`config.mk`:
```
export PLATFORM = sky130hd
export DESIGN_NAME = muldiv_unit
export DESIGN_NICKNAME = d
export VERILOG_FILES = /design/src/rtl/muldiv_unit.sv
export SDC_FILE = /design/constraint.sdc
export NUM_CORES = 1
export LEC_CHECK = 0
export BUFFER_PORTS_ARGS = -buffer_cell sky130_fd_sc_hd__clkbuf_2
export CAP_MARGIN = 10
export CELL_PAD_IN_SITES_DETAIL_PLACEMENT = 0
export CELL_PAD_IN_SITES_GLOBAL_PLACEMENT = 2
export CORE_ASPECT_RATIO = 0.75
export CORE_MARGIN = 5
export CORE_UTILIZATION = 34
export CTS_CLUSTER_SIZE = 14
export DETAILED_ROUTE_END_ITERATION = 10
export GPL_TIMING_DRIVEN = 0
export HOLD_SLACK_MARGIN = 0.1
export PLACE_DENSITY = 0.9
export SLEW_MARGIN = 25
export SYNTH_ARGS = -nofsm -noshare
export SYNTH_HDL_FRONTEND = slang
export SYNTH_SLANG_ARGS = --single-unit
```
`constraint.sdc`:
```
create_clock -name clk -period 3.5 [get_ports clk]
set_clock_uncertainty 0.15 [all_clocks]
set_input_delay 0.35 -clock clk [delete_from_list [all_inputs] [get_ports clk]]
set_output_delay 0.35 -clock clk [all_outputs]
set_load 0.05 [all_outputs]
```
`src/rtl/muldiv_unit.sv`:
```
// Iterative WIDTH-bit MULTU/MULT/DIVU/DIV unit: shift-add multiply, restoring divide, one bit per cycle.
// Optional abort input is compiled in with `define MULDIV_ABORT_EN.
module muldiv_unit #(
  parameter int WIDTH = 32
) (
  input  logic             clk,
  input  logic             rst_n,
  input  logic             start,
  input  logic [1:0]       op,
  input  logic [WIDTH-1:0] a,
  input  logic [WIDTH-1:0] b,
`ifdef MULDIV_ABORT_EN
  input  logic             abort,
`endif
  output logic             busy,
  output logic             done,
  output logic [WIDTH-1:0] hi,
  output logic [WIDTH-1:0] lo,
  output logic             dz
);

  localparam int CW = $clog2(WIDTH);

  typedef enum logic [1:0] {S_IDLE, S_CALC, S_FIXUP, S_DONE} state_t;

  state_t             r_state, w_next;
  logic [CW-1:0]      r_cnt;
  logic [2*WIDTH-1:0] r_acc;
  logic [WIDTH:0]     r_mb;
  logic [WIDTH-1:0]   r_a_orig, r_hi, r_lo;
  logic               r_is_div, r_neg_q, r_neg_r, r_bz, r_dz, r_busy, r_done;

  logic               w_abort, w_accept, w_sub_ok;
  logic [WIDTH-1:0]   w_amag;
  logic [WIDTH:0]     w_bmag, w_msum, w_trial;
  logic [WIDTH+1:0]   w_diff;
  logic [2*WIDTH-1:0] w_mul_acc, w_div_acc, w_prod_fix;
  logic [WIDTH-1:0]   w_q_fix, w_r_fix;

`ifdef MULDIV_ABORT_EN
  assign w_abort = abort;
`else
  assign w_abort = 1'b0;
`endif

  always_comb begin
    w_next = r_state;
    case (r_state)
      S_IDLE:  if (start) w_next = S_CALC;
      S_CALC:  if (w_abort) w_next = S_IDLE;
               else if (r_cnt == CW'(WIDTH-1)) w_next = S_FIXUP;
      S_FIXUP: w_next = w_abort ? S_IDLE : S_DONE;
      S_DONE:  w_next = start ? S_CALC : S_IDLE;
      default: w_next = S_IDLE;
    endcase
  end

  assign w_accept = (w_next == S_CALC) && (r_state != S_CALC);

  // Unsigned WIDTH-bit negation of 0x80..0 yields 2^(WIDTH-1), so |a| fits exactly.
  assign w_amag = (op[0] && a[WIDTH-1]) ? -a : a;
  assign w_bmag = {1'b0, (op[0] && b[WIDTH-1]) ? -b : b};

  assign w_msum    = {1'b0, r_acc[2*WIDTH-1:WIDTH]} + (r_acc[0] ? r_mb : '0);
  assign w_mul_acc = {w_msum, r_acc[WIDTH-1:1]};

  // Remainder lives in the upper half, dividend/quotient in the lower half.
  assign w_trial   = {r_acc[2*WIDTH-1:WIDTH], r_acc[WIDTH-1]};
  assign w_diff    = {1'b0, w_trial} - {1'b0, r_mb};
  assign w_sub_ok  = ~|w_diff[WIDTH+1:WIDTH];
  assign w_div_acc = w_sub_ok ? {w_diff[WIDTH-1:0], r_acc[WIDTH-2:0], 1'b1}
                              : {w_trial[WIDTH-1:0], r_acc[WIDTH-2:0], 1'b0};

  assign w_prod_fix = r_neg_q ? -r_acc : r_acc;
  assign w_q_fix    = r_neg_q ? -r_acc[WIDTH-1:0] : r_acc[WIDTH-1:0];
  assign w_r_fix    = r_neg_r ? -r_acc[2*WIDTH-1:WIDTH] : r_acc[2*WIDTH-1:WIDTH];

  always_ff @(posedge clk or negedge rst_n) begin
    if (!rst_n) begin
      r_state <= S_IDLE;
      r_busy  <= 1'b0;
      r_done  <= 1'b0;
    end else begin
      r_state <= w_next;
      r_busy  <= (w_next == S_CALC) || (w_next == S_FIXUP);
      r_done  <= (w_next == S_DONE);
    end
  end

  always_ff @(posedge clk or negedge rst_n) begin
    if (!rst_n) begin
      r_cnt    <= '0;
      r_acc    <= '0;
      r_mb     <= '0;
      r_a_orig <= '0;
      r_is_div <= 1'b0;
      r_neg_q  <= 1'b0;
      r_neg_r  <= 1'b0;
      r_bz     <= 1'b0;
      r_hi     <= '0;
      r_lo     <= '0;
      r_dz     <= 1'b0;
    end else begin
      if (w_accept) begin
        r_cnt    <= '0;
        r_acc    <= {{WIDTH{1'b0}}, w_amag};
        r_mb     <= w_bmag;
        r_a_orig <= a;
        r_is_div <= op[1];
        r_neg_q  <= op[0] && (a[WIDTH-1] ^ b[WIDTH-1]);
        r_neg_r  <= (op == 2'b11) && a[WIDTH-1];
        r_bz     <= op[1] && (b == '0);
      end else if (r_state == S_CALC) begin
        r_cnt <= r_cnt + CW'(1);
        r_acc <= r_is_div ? w_div_acc : w_mul_acc;
      end
      if (r_state == S_FIXUP && w_next == S_DONE) begin
        if (!r_is_div) begin
          {r_hi, r_lo} <= w_prod_fix;
          r_dz         <= 1'b0;
        end else if (r_bz) begin
          r_hi <= r_a_orig;
          r_lo <= '1;
          r_dz <= 1'b1;
        end else begin
          r_hi <= w_r_fix;
          r_lo <= w_q_fix;
          r_dz <= 1'b0;
        end
      end
    end
  end

  assign busy = r_busy;
  assign done = r_done;
  assign hi   = r_hi;
  assign lo   = r_lo;
  assign dz   = r_dz;

endmodule

```
# After elaboration in Yosys (flattened, before gate mapping)
# Index checks and enable logic that the tools add are counted.
[op_classes]
n_shift = 0
magnitude_cmp = 0
n_div = 0
eq_ne = 9
bitwise = 1
n_addsub = 8
n_reduce_logical = 12
n_mux = 22
mul = 0
[op_table]
columns = ["op", "n"]
rows = [
  ["2-to-1 mux 64 bit", 5],
  ["2-to-1 mux 32 bit", 9],
  ["negation 32 bit", 4],
  ["negation 64 bit", 1],
  ["subtractor 33 x 32 -> 34 bit", 1],
  ["adder 32 x 32 -> 33 bit", 1],
  ["zero test 32 bit", 1],
  ["== test 2 bit (second input constant)", 5],
  ["2-to-1 mux 5 bit", 2],
  ["one-hot mux 2 bit (4 select lines)", 1],
  ["logical AND 1 bit", 7],
  ["adder 5 x 1 -> 5 bit (second input constant)", 1],
  ["== test 5 bit (second input constant)", 1],
  ["== test 2 x 1 -> 1 bit (second input constant)", 2],
  ["2-to-1 mux 2 bit", 2],
  ["2-to-1 mux 1 bit", 3],
  ["zero test 2 bit", 1],
  ["!= test 2 x 1 -> 1 bit (second input constant)", 1],
  ["nonzero test 2 bit", 1],
  ["OR reduction 2 bit", 1],
  ["logical OR 1 bit", 1],
  ["XOR 1 bit", 1],
]
[totals]
latchBits = 0
n_memories = 0
ram_bits = 0
register_bits = 206
romBits = 0
output_inout_bits = 67

# Logic depth before layout (Yosys ltp)
[depth]
depth_word = 6
ltp_mapped = 15

# Worst setup path after synthesis
# OpenSTA, ideal clock, no wires.
[synth_path]
path_kind = "register to register"
startpoint = "reg r_acc[31]"
endpoint = "reg r_acc[45]"
path_buffers = 2
path_slack_ns = 0.073
setup_ns = 0.126
period_less_slack_ns = 3.427
required_ns = 3.224
stages_incl_launch_ff = 15
arrival_time_ns = 3.151
cell_sequence = "dfrtp_1 inv_1 ha_1 inv_1 fa_1 a211oi_2 o211ai_2 a311oi_2 nor3_1 or3_1 buf_2 and3_1 buf_6 mux2_4 a221o_1"
[synth_between]
elab_chain_len = 6
[synth_lines]
columns = ["element", "line", "source"]
rows = [
  ["start: declaration", "28", "logic [2*WIDTH-1:0] r_acc;"],
  ["start signal: assignment", "106", "r_acc <= {{WIDTH{1'b0}}, w_amag};"],
  ["start signal: assignment", "115", "r_acc <= r_is_div ? w_div_acc : w_mul_acc;"],
  ["subtractor 33 x 32 -> 34 bit *", "69", "assign w_diff = {1'b0, w_trial} - {1'b0, r_mb};"],
  ["OR reduction 2 bit", "70", "assign w_sub_ok = ~|w_diff[WIDTH+1:WIDTH];"],
  ["2-to-1 mux 64 bit *", "71", "assign w_div_acc = w_sub_ok ? {w_diff[WIDTH-1:0], r_acc[WIDTH-2:0], 1'b1}"],
  ["2-to-1 mux 64 bit *", "115", ""],
  ["2-to-1 mux 64 bit *", "113", "end else if (r_state == S_CALC) begin"],
  ["2-to-1 mux 64 bit *", "104", "if (w_accept) begin"],
]
# Every way passes the cells marked *; elsewhere a longest branch is shown, timed or not. The select of a mux whose other input is x is not followed.
# A chain may end at the register's enable or synchronous reset.

# Worst setup path in the final report
[layout_path]
startpoint = "reg r_acc[31]"
endpoint = "reg r_acc[54]"
# Same word-level chain as after synthesis.

==> impl_metrics.py <==
metrics = {
    "run_status": {
        "status": "finished, violations left",
        "violations": "negative setup slack",
    },
    "floorplan": {
        "start_util_pct": 34.4,
        "dieWidth_um": 263,
        "die_h_um": 200,
        "num_rows": 69,
        "fp.dieArea_mm2": 0.0526,
        "ios": 136,
        "core_area_mm2": 0.0475,
    },
    "synthesis": {
        "yosysSeqAreaShare_pct": 31.5,
        "ys_types": 82,
        "ys_seq_elements": 206,
        "synth_area_leaders": "dfrtp_1 (32%), o21ai_0 (5.7%), ha_1 (5.4%)",
        "synth_nets": 2148,
        "avgSynthCellArea_um2": 8.15,
        "yosysWarnings": 0,
        "syn_inst": 2006,
        "synthesis.area_mm2": 0.0164,
        "synth_flop_cell": "dfrtp_1",
        "synth_top_cell_area_share_pct": 31.5,
        "synthArstFlopShare_pct": 100,
        "synth-edff-count": 0,
        "synth_top_cell_by_area": "dfrtp_1",
    },
    "route": {
        "drt_iter0_markers": 1675,
        "drt-total-wl_um": 67800,
        "vias": 16854,
        "drcViolationCount": 0,
        "viasPerCell": 5.77,
        "routedWlPerCell_um": 23.2,
        "dr.pass1.iters": 5,
        "ant_nets": 0,
    },
    "clocking": {
        "cts.clk_slew.worst_paths_ps": 60,
        "cts_max_level": 1,
        "clockBufferDepth": 3,
        "cts_tree": "done",
        "clk_latency_ps": 570,
        "clock-root-buffer": "clkbuf_16",
        "numCtsBuffers": 26,
        "cts.sinks": 206,
    },
    "sta": {
        "rsz0062_at_grt": "yes",
        "fin_ws_ps": -82.6,
        "finalSetupViolations": 17,
        "max_slew_margin_pct": 27.3,
        "post-route-period-util_pct": 102,
        "finalHoldViolations": 0,
        "fin_tns_setup_ps": -587,
        "max_freq_ghz": 0.279,
        "tightest_slew_ps": 1090,
        "fin_crit_ps": 3580,
        "drv_slew": 0,
    },
    "min_path": {
        "min_from": "b[2]",
        "hold_path_depth": 4,
        "hold_class": "in2reg",
        "hold_end": "r_mb[3]$_DFFE_PN0P_",
    },
    "critical_path": {
        "crit_required_ps": 3770,
        "r2r_slack_ps": -80,
        "critical_path_class": "reg2reg",
        "r2r_end": "r_acc[54]$_DFFE_PN0P_",
        "reg2reg_depth": 15,
        "worstPathArrival_ps": 3850,
        "worst_setup_path_end_kind": "register",
        "critical_path_peak_fanout": 5,
        "critPathLaunchType": "register",
        "timing.rr.start": "r_acc[31]$_DFFE_PN0P_",
    },
    "final_layout": {
        "insertedDiodeCount": 0,
        "fin_nets": 2405,
        "fin_cells": 2920,
        "syn_to_final_growth_pct": 23.9,
        "num-fill-cells": 4770,
        "layout-drive-gt1-share_pct": 15.3,
    },
    "global_routing": {
        "grt-ovfl-total": 0,
        "antenna_found_initial": 3,
        "grt_pass1_wl_um": 102000,
        "grt_usage_pct": 24.8,
        "grt_max_degree": 82,
        "first_global_vias": 16226,
    },
    "placement": {
        "place.gp.congestion": 0.962,
        "portBuffers": 135,
        "dpl.cell_count": 2782,
        "hpwl_um": 51300,
    },
    "run": {
        "drv_cap": 0,
    },
    "power_and_ir_drop": {
        "power_density_mw_per_mm2": 1020,
        "ir_worst_vdd_uv": 375,
        "total_power_mw": 20.8,
        "p_leak_nw": 8.48,
    },
}
==> stage by stage <==
step           cell area [um2]  hold WS (ps)  utilization (%)  setup slack [ps]
6_report                 20300           141             42.7             -82.6
5_1_grt                  20300           161             42.7              -178
4_1_cts                  20000           103             42.1             -72.3
3_5_place_dp             17900           278             37.7             -1300
3_3_place_gp             17800           314             37.5             -2370
2_1_floorplan            16400         -95.6                -              73.1
==> cells in the mapped netlist (14+ instances only) <==
master / n
a211oi_1: 14
a21o_1: 26
a21oi_1: 170
a22oi_1: 16
a31oi_1: 21
clkbuf_1: 113
dfrtp_1: 206
ha_1: 71
inv_1: 73
mux2_2: 30
mux2i_1: 77
nand2_1: 223
nand2b_1: 17
nand3_1: 29
nand4_1: 22
nor2_1: 164
nor3_1: 37
nor4_1: 17
o211ai_1: 33
o21ai_0: 187
o21bai_1: 14
o221ai_1: 14
o31ai_1: 23
o41ai_1: 18
or3_1: 26
or4_1: 16
xnor2_1: 96
xor2_1: 82
==> cell usage in the layout (no fill, tap or decap), types with 35 or more instances in the layout <==
cell type and instances:
nand2_1 221, dfrtp_1 203, o21ai_0 176, a21oi_1 164, nor2_1 161, clkbuf_2 147
clkbuf_1 99, xnor2_1 96, xor2_1 82, mux2i_1 77, dlygate4sd3_1 71, inv_1 70
ha_1 65, nor3_1 35
==> repair_timing <==
| item | 4_1_cts | 5_1_grt |
|---|---|---|
| pin swaps | 18 | 13 |
| endpoints found under the setup margin | 160 | 74 |
| hold buffers | 71 | 0 |
| gates resized for setup | 86 | 52 |
| gates cloned | 1 | 0 |
| setup buffers | 18 | 5 |
| hold endpoints to repair | 146 | 0 |
==> registers in the layout, indices dropped and copies added (netlist names) <==
signal,cells
r_is_div,1
r_mb,32
r_neg_q,1
r_acc,64
r_state,2
dz,1
r_a_orig,32
lo,32
hi,32
done,1
r_neg_r,1
r_bz,1
r_cnt,5
busy,1
==> worst max-delay path: stages (launching register included) <==
cell and delay, ps:
dfrtp_1 410, clkinvlp_4 190, ha_4 190, inv_2 40, fa_2 370, a211oi_4 280, o211ai_4 150, a311oi_4 380
nor3_2 110, buf_4 150, o21ai_4 130, and3_4 290, buf_6 160, buf_12 150, mux2i_1 200, o21ai_1 70
==> how the worst max path moves through the flow <==
stage                                from                    end  slack (ps)  depth (start not counted)
floorplan           r_acc[31]$_DFFE_PN0P_  r_acc[45]$_DFFE_PN0P_          70                         14
global placement                    rst_n         done$_DFF_PN0_       -2370                          1
detailed placement   r_state[0]$_DFF_PN0_    r_neg_q$_DFFE_PN0P_       -1300                         12
CTS                 r_acc[31]$_DFFE_PN0P_  r_acc[45]$_DFFE_PN0P_         -70                         12
global route        r_acc[31]$_DFFE_PN0P_  r_acc[48]$_DFFE_PN0P_        -180                         15
finish              r_acc[31]$_DFFE_PN0P_  r_acc[54]$_DFFE_PN0P_         -80                         15
==> power by group <==
part / leakage, nW / switching, mW / total, mW / internal [mW]
combinational: 5.49 / 8.48 / 13.6 / 5.13
sequential: 2.55 / 0.954 / 4.24 / 3.28
clock: 0.438 / 1.17 / 2.93 / 1.76
total: 8.48 / 10.6 / 20.8 / 10.2
==> cell families after synthesis <==
family	synth area share, %
fa+ha+maj	5.68
compound gates	23.6
buf+inv	5.03
mux	6.96
xor+xnor	9.53
simple gates	17.7
flops	31.5
==> layout make-up <==
class,count,area [um2],share of cell area (%)
clock inverters,13,173,0.852
well taps,639,800,3.95
repair buffers,232,1660,8.18
clock buffers,33,728,3.59
multi-input cells,1591,10900,53.6
plain buffers,132,598,2.95
inverters,74,287,1.41
flip-flops and latches,206,5160,25.5
==> routing by layer <==
metal	GRT usage, %	wire length, um	vias to the layer above
li1	-	-	7769
met2	35.0	27400	695
met5	0	27	-
met4	5.39	1520	4
met3	5.40	5900	78
met1	38.5	32900	8308
Note: power is estimated with default switching activity, not from simulation.
